## config.mk

```make
export PLATFORM = sky130hd
export DESIGN_NAME = bitmap_row_scanner
export DESIGN_NICKNAME = d
export VERILOG_FILES = /design/src/rtl/bitmap_row_scanner.sv
export SDC_FILE = /design/constraint.sdc
export NUM_CORES = 1
export LEC_CHECK = 0
export ABC_CLOCK_PERIOD_IN_PS = 4300
export CORE_ASPECT_RATIO = 1.1
export CORE_MARGIN = 1.5
export CORE_UTILIZATION = 54
export CTS_CLUSTER_SIZE = 28
export DETAILED_ROUTE_END_ITERATION = 8
export GPL_TIMING_DRIVEN = 1
export PLACE_DENSITY = 0.83
export SLEW_MARGIN = 20
export SYNTH_ARGS = -nofsm -noshare
export SYNTH_HDL_FRONTEND = slang
export SYNTH_SLANG_ARGS = --single-unit
```

## constraint.sdc

```tcl
create_clock -name clk -period 4.3 [get_ports clk]
set_input_delay 0.86 -clock clk [delete_from_list [all_inputs] [get_ports clk]]
set_output_delay 0.86 -clock clk [all_outputs]
set_load 0.01 [all_outputs]
```

## src/rtl/bitmap_row_scanner.sv

```systemverilog
// Fetches a frame from a registered bitmap ROM one row at a time and streams it MSB-first
// as a 1-bit pixel stream with valid/ready handshake and start/end-of-line/frame markers.
module bitmap_row_scanner #(
  parameter int ROWS   = 32,
  parameter int COLS   = 64,
  parameter int ADDR_W = 5
) (
  input  logic              clk,
  input  logic              rst,
  input  logic              start,
  output logic              rom_en,
  output logic [ADDR_W-1:0] rom_addr,
  input  logic [COLS-1:0]   rom_data,
  output logic              pix_data,
  output logic              pix_valid,
  input  logic              pix_ready,
  output logic              pix_sol,
  output logic              pix_eol,
  output logic              pix_sof,
  output logic              pix_eof,
  output logic              busy,
  output logic              done
);

  localparam int COL_W = (COLS > 1) ? $clog2(COLS) : 1;
  localparam logic [ADDR_W-1:0] ROW_LAST = ADDR_W'(ROWS - 1);
  localparam logic [COL_W-1:0]  COL_LAST = COL_W'(COLS - 1);

  typedef enum logic [2:0] {
    S_IDLE,
    S_FETCH,
    S_LOAD,
    S_SHIFT,
    S_FIN
  } state_t;

  state_t            state;
  logic [ADDR_W-1:0] row;
  logic [COL_W-1:0]  col;
  logic [COLS-1:0]   shreg;
  logic              in_shift;

  always_ff @(posedge clk) begin
    if (rst) begin
      state     <= S_IDLE;
      row       <= '0;
      col       <= '0;
      shreg     <= '0;
      rom_en    <= 1'b0;
      rom_addr  <= '0;
      pix_valid <= 1'b0;
      done      <= 1'b0;
    end else begin
      rom_en <= 1'b0;
      done   <= 1'b0;
      case (state)
        S_IDLE: begin
          if (start) begin
            row      <= '0;
            rom_addr <= '0;
            rom_en   <= 1'b1;
            state    <= S_FETCH;
          end
        end
        S_FETCH: begin
          state <= S_LOAD;
        end
        S_LOAD: begin
          // The ROM word is registered: it appears the cycle after the fetch.
          shreg     <= rom_data;
          col       <= '0;
          pix_valid <= 1'b1;
          state     <= S_SHIFT;
        end
        S_SHIFT: begin
          if (pix_valid && pix_ready) begin
            shreg <= {shreg[COLS-2:0], 1'b0};
            if (col == COL_LAST) begin
              pix_valid <= 1'b0;
              if (row == ROW_LAST) begin
                done  <= 1'b1;
                state <= S_FIN;
              end else begin
                row      <= row + 1'b1;
                rom_addr <= row + 1'b1;
                rom_en   <= 1'b1;
                state    <= S_FETCH;
              end
            end else begin
              col <= col + 1'b1;
            end
          end
        end
        S_FIN: begin
          state <= S_IDLE;
        end
        default: begin
          state <= S_IDLE;
        end
      endcase
    end
  end

  // Markers derive from the held row/col, so they stay stable through a stall.
  assign in_shift = (state == S_SHIFT);
  assign busy     = (state != S_IDLE);
  assign pix_data = in_shift & shreg[COLS-1];
  assign pix_sol  = in_shift && (col == '0);
  assign pix_eol  = in_shift && (col == COL_LAST);
  assign pix_sof  = pix_sol && (row == '0);
  assign pix_eof  = pix_eol && (row == ROW_LAST);

endmodule

```

== Word level (Yosys, flattened, before mapping) ==
Index checks and enable logic that the tools add are counted.
Storage, ports and cells
  word-level logic and storage cells: 64
  output and inout port bits: 14
  bits of input ports: 68
  bits in registers: 81
Operators by class
  muxes and demuxes: 24
  bitwise logic cells: 4
  add/sub/neg operators: 2
  eq/ne operators: 10
  reduce and logical (&&, ||, !) cells: 17
Operator list (number)
  $pmux W64 S2: 1
  $mux W64: 1
  $mux W5: 4
  $mux W3: 4
  $mux W6: 2
  $pmux W3 S4: 1
  $pmux W6 S2: 1
  $pmux W5 S2: 1
  $reduce_and A3 Y1: 3
  $mux W1: 7
  $add A6 B1 Y6 const B: 1
  $eq A3 B2 Y1 const B: 2
  $eq A6 B6 Y1 const B: 1
  $logic_not A6 Y1: 1
  $ne A2 B2 Y1 const B: 3
  $add A5 B1 Y5 const B: 1
  $eq A5 B5 Y1 const B: 1
  $logic_and A1 B1 Y1: 5
  $logic_not A5 Y1: 1
  $reduce_and A5 Y1: 1
  $ne A2 B1 Y1 const B: 2
  $pmux W1 S2: 2
  $reduce_bool A2 Y1: 2
  $reduce_or A4 Y1: 1
  other kinds (6): 8

== Logic depth before layout (Yosys ltp) ==
Gate-level depths: netlist of the first run.
  word-level depth: 5
  gate-level depth with buffers: 7

== Worst setup path after synthesis of the first run ==
Ideal clock, no wire load.
  path type: register -> output
  start: reg col[0]
  end: out pix_eof
  path slack: 2134 ps
  stages on the path, launching flop included: 5
  buffers on the path: 0
  arrival time: 1306 ps
  data required time: 3440 ps
  path through: dfxtp_1 ha_1 nand2_1 nor3_2 and2_1
On the way
  word-level cells in the longest chain between the ends: 3
Ends and longest elaborated chain
  from (decl): RTL line 39  | logic [COL_W-1:0] col;
  from (signal assigned): RTL line 90  | col <= col + 1'b1;
  $eq A6 B6 Y1: RTL line 109  | assign pix_eol = in_shift && (col == COL_LAST);
  $logic_and A1 B1 Y1: RTL line 109
  via pix_eol: RTL line 18  | output logic pix_eol,
  $logic_and A1 B1 Y1: RTL line 111  | assign pix_eof = pix_eol && (row == ROW_LAST);
  to (decl): RTL line 20  | output logic pix_eof,
The timed path passes the listed nets, and every way through them passes these cells.

== Worst setup path in the final report of the first run ==
  start: reg col[0]
  end: out pix_eof
On the way
  word-level cells in the longest chain between the ends: 3
Ends and longest elaborated chain (RTL line)
  $eq A6 B6 Y1: 109
  $logic_and A1 B1 Y1: 109
  $logic_and A1 B1 Y1: 111
Every way passes these cells.

==> results of run 1 <==
metrics by stage:
step,std cells,instance area (um^2)
2_1_floorplan,463,3680
6_report,613,4650
3_3_place_gp,597,4490
4_1_cts,613,4650
3_5_place_dp,597,4490
5_1_grt,613,4650
routing by layer:
metal	global-route usage [%]	up-vias	wire length, um
li1	-	1756	-
met1	29.9	1607	3820
met2	39.3	98	3910
met3	3.74	9	434
met4	9.09	0	109
met5	0	-	0
cell usage in the layout (no fill, tap or decap), types with 3 or more instances in the layout:
cell type	netlist	layout
nand2_1	135	135
dfxtp_1	81	81
clkdlybuf4s50_1	0	80
nor2_1	72	72
a311oi_1	65	65
clkbuf_8	0	9
buf_4	3	9
inv_1	7	7
and3_1	5	5
ha_1	5	5
o21ai_0	4	4
nand3_1	4	4
or3_1	3	3
nor4_1	3	3
a21o_1	3	3
a32o_1	3	3
a31oi_1	3	3
mux2i_1	3	3
a21oi_1	3	3
clkinvlp_4	0	3
state kept, by name, summed over array words and instances (netlist names):
name and flops:
col 6, done 1, pix_valid 1, rom_en 1, row 5, shreg 64, state 3
worst register-to-register path: cells and delay by family, from the launching register on:
kind,cells,cell delay [ns]
AOI/OAI and AO/OA,2,0.91
DFF,1,0.50
buffers and inverters,1,0.36
and+or+nand+nor,2,0.25
cell type report:
| class | instances | area share (%) |
|---|---|---|
| flip-flops and latches | 81 | 34.8 |
| clock buffers | 11 | 2.82 |
| clock inverters | 5 | 0.699 |
| well taps | 82 | 2.20 |
| multi-input cells | 337 | 40.1 |
| repair buffers | 90 | 18.8 |
| inverters | 7 | 0.565 |
where the power goes:
part	internal (W)	total (W)	switching, W
clock network	0.000208	0.000473	0.000265
logic	0.000126	0.000248	0.000122
registers	0.000807	0.000839	0.0000325
total	0.00114	0.00156	0.000420
path summary, 6_finish.rpt:
kind	to
setup / recovery	pix_eof
hold reg to reg	shreg[54]
hold / removal	shreg[54]
setup reg to reg	shreg[1]
logic make-up after synthesis:
kind of cell	after synthesis	share of synthesized area, %
muxes	3	0.816
buffers and inverters	45	5.54
DFF	81	44.0
adders and majority gates	5	1.70
AOI/OAI and AO/OA	87	19.7
and+or+nand+nor	242	28.2
==> reports/metrics.cfg, run 1 <==
[global_routing]
globalRoute.totalOverflow=0
grt_max_degree=69
grt_antenna_before_repair=0
grt_first_pass_wirelength_mm=13.4
grt_use_total_pct=23.3
grt_pass1_vias=3099

[power_and_ir_drop]
finalPower_w=0.00156
power.density_nw_per_um2=335
peakVddDrop_uv=236
leakagePower_nw=1.69

[clocking]
cts_hold_buf=0
clk_pin_slew_worst_paths_ns=0.08
cts_buffer_depth=2
cts_sinks=81
cts-root-buf=clkbuf_8
cts_setup_buffers=0
cts_tree=yes
cts-htree-levels=3
clock_latency_ns=0.34
ctsResizeCount=0
numCtsBuffers=9

[final_layout]
n_antenna_cell=0
final_nets=599
fin_util_pct=70.6
nFillCells=543
multi_input_area_um2=1870
register_area_um2=1620
area_growth_pct=26.4
drive_gt1_share_pct=6.40

[sta]
finalSetupViolCount=0
finClkSkew_ns=0.0120
tightestPinTransition_ns=0.804
fin_hold_ws_ns=0.472
final.min_clock_period_ns=3.17
final-hold-violation-count=0
relSlewSlack_pct=46.3
fmax_mhz=315
setup_ws_ns=1.13
post-route-period-util_pct=73.8
rsz0062_at_grt=false
setup_tns_ns=0
slew_violations=0

[critical_path]
setup.worst_path.end_class=output port
max_stage_delay_ns=0.54
path_delay_family=simple AND/OR/NAND/NOR gates
crit_fanout=9
crit_type=register to output port
crit_required_ns=3.44
startpoint=col[0]
r2r_slack_ns=2.18
crit_slowest_cell=clkdlybuf4s50_1
crit_chain=ha_1, nand2_1, nor3_2, and2_1, clkdlybuf4s50_1
reg2reg_from=state[1]
crit_arrival_ns=2.31
critical_path.n_buffers_inverters=1
path_depth=5
crit_path_start_kind=register
r2r_cells=5

[yosys]
yosys.cell_types.count=41
synth_top_area_share_pct=44.0
ys_async_sr_fraction_pct=0
synth_flop_cell=dfxtp_1
synth.avg_cell_area_um2=7.95
synth_area_um2=3680
synth_warnings=0
synth_cells=463
synth_seq_cells=81
yosysSeqAreaShare_pct=44.0
syn_nets=536
synth_top_cell_by_area=dfxtp_1
ys_top_cells_by_area=dfxtp_1, a311oi_1, nand2_1
yosys-top-cells-count=nand2_1, dfxtp_1, nor2_1
synth_most_common_cell=nand2_1
synth_edf_count=0

[routing]
vias=3470
viasPerCell=5.66
wl_per_cell_um=13.5
route.detailed.drc=0
first_iter_violations=232
drtAntennaViolNets=0
dr.pass1.iters=4
wirelength_mm=8.27

[job]
max-cap-violations=0

[hold_path]
hold_path.class=register to register
worstHoldStart=shreg[53]
hold_path_depth=2

[floorplanning]
dieHeight_um=89.6
std_cell_rows=31
core_um2=6590
design.portCount=82
die_w_um=81.7
start_util_pct=55.8
die_area_um2=7320

[place]
portBuffers=81
pre_cts_ws_ns=1.19
place.gp.congestion=0.820
hpwl_mm=5.50

[status]
status=completed

No activity file was read; power rests on OpenSTA's default activity.
==> inputs of run 2 (changes only) <==
--- a/config.mk
+++ b/config.mk
@@ -5,14 +5,14 @@
 export SDC_FILE = /design/constraint.sdc
 export NUM_CORES = 1
 export LEC_CHECK = 0
-export ABC_CLOCK_PERIOD_IN_PS = 4300
+export ABC_CLOCK_PERIOD_IN_PS = 3270
 export CORE_ASPECT_RATIO = 1.1
 export CORE_MARGIN = 1.5
-export CORE_UTILIZATION = 54
+export CORE_UTILIZATION = 50
 export CTS_CLUSTER_SIZE = 28
 export DETAILED_ROUTE_END_ITERATION = 8
 export GPL_TIMING_DRIVEN = 1
-export PLACE_DENSITY = 0.83
+export PLACE_DENSITY = 0.77
 export SLEW_MARGIN = 20
 export SYNTH_ARGS = -nofsm -noshare
 export SYNTH_HDL_FRONTEND = slang
==> constraint.sdc (replaced) <==
create_clock -name clk -period 3.27 [get_ports clk]
set_input_delay 0.654 -clock clk [delete_from_list [all_inputs] [get_ports clk]]
set_output_delay 0.654 -clock clk [all_outputs]
set_load 0.01 [all_outputs]
==> reports/metrics.cfg, run 2 (synthesis gave the netlist of run 1 again) <==
[routing]
viasPerCell=5.54
wirelength_mm=8.43
dr.pass1.iters=6
drtAntennaViolNets=0
route.detailed.drc=2
wl_per_cell_um=13.8
first_iter_violations=193
vias=3393

[final_layout]
final_cell_mix=nand2_1, dfxtp_1, clkdlybuf4s50_1
area_growth_pct=27.5
mostFrequentLayoutCell=nand2_1
final_cells=612
register_area_um2=1620
multi_input_area_um2=1870
nFillCells=623
top_register=shreg
n_antenna_cell=0
final_nets=595
drive_gt1_share_pct=6.07
reg_top3=shreg (64), col (6), row (5)
largest_reg_flops=64

[clocking]
ctsResizeCount=0
cts_buffer_depth=2
clock_latency_ns=0.35
cts_tree=yes
cts-root-buf=clkbuf_8
clk_pin_slew_worst_paths_ns=0.09
numCtsBuffers=9
cts-htree-levels=3
cts_sinks=81
cts_hold_buf=0
cts_setup_buffers=0

[sta]
rsz0062_at_grt=false
finClkSkew_ns=0.0129
fin_hold_ws_ns=0.477
setup_tns_ns=0
final.min_clock_period_ns=2.90
post-route-period-util_pct=88.8
final-hold-violation-count=0
slew_violations=0
finalSetupViolCount=0
relSlewSlack_pct=54.5
tightestPinTransition_ns=0.683
fmax_mhz=344

[critical_path]
crit_slowest_cell=clkdlybuf4s50_1
r2r_cells=6
crit_type=register to output port
crit_required_ns=2.62
crit_arrival_ns=2.25
crit_path_start_kind=register
crit_chain=ha_1, nand2_1, nor3_2, and2_1, clkdlybuf4s50_1
crit_fanout=9
max_stage_delay_ns=0.53
setup.worst_path.end_class=output port

[floorplanning]
die_w_um=84.8
core_um2=7090
die_area_um2=7890
dieHeight_um=93.0
design.portCount=82
std_cell_rows=32
start_util_pct=52.0

[power_and_ir_drop]
peakVddDrop_uv=243
p_clk_share_pct=35.8
power.density_nw_per_um2=473
leakagePower_nw=1.70
power.internal_w=0.00165
sequentialPowerShare_pct=49.6
pwr-share-comb_pct=14.6
switching_share_pct=25.6
p_sw_w=0.000568

[place]
portBuffers=81
hpwl_mm=5.31
place.gp.congestion=0.793
placed_cells=596

[global_routing]
grt_pass1_vias=3115
grt_use_total_pct=21.9
grt_max_degree=128
globalRoute.totalOverflow=0
grt_first_pass_wirelength_mm=14.1
grt_antenna_before_repair=0

[hold_path]
hold_path.class=register to register
hold_path_depth=2

[status]
status=finished with violations
violations=DRC

[job]
max-cap-violations=0

==> run 2: critical path: cells and delay by family, from the launching register on <==
family	cells	cell delay, ns
buffers and inverters	1	0.53
adders and majority gates	1	0.20
and+or+nand+nor	3	0.79
DFF	1	0.38
==> run 2: worst paths after layout <==
kind | start | endpoint | slack, ns
worst max register to register | row[0] | row[0] | 1.14
worst min register to register | shreg[4] | shreg[5] | 0.48
worst max-delay path | col[0] | pix_eof | 0.37
worst min-delay path | shreg[4] | shreg[5] | 0.48
==> run 2: layout make-up <==
class,instances,share of cell area (%)
clock buffers,9,2.64
clock inverters,7,2.03
inverters,7,0.560
multi-input cells,337,39.7
flip-flops and latches,81,34.5
well taps,85,2.27
repair buffers,86,18.2
==> run 2: stage by stage <==
step | total power (W) | worst slack (ns) | utilization (%) | area (um^2)
floorplan | 0.00132 | 1.31 | - | 3680
global placement | 0.00144 | 0.817 | 63.2 | 4480
detailed placement | 0.00145 | 0.753 | 63.2 | 4480
CTS | 0.00224 | 0.357 | 66.2 | 4690
global route | 0.00232 | 0.243 | 66.2 | 4690
finish | 0.00222 | 0.366 | 66.2 | 4690
==> run 2: routing by layer <==
layer	vias up	routed length [um]	part of all wire, %	GRT usage [%]
li1	1747	-	-	-
met1	1561	3740	44	28.7
met2	83	4190	50	36.6
met3	2	460	5.5	3.35
met4	0	37	0.44	7.92
met5	-	0	0	0
==> run 2: power groups by stage <==
stage	logic (W)	registers (W)	clock network, W
after floorplan	0.000206	0.00111	0
after global placement	0.000315	0.00112	0
after detailed placement	0.000324	0.00112	0
after CTS	0.000326	0.00110	0.000813
after global routing	0.000363	0.00111	0.000848
final	0.000324	0.00110	0.000795
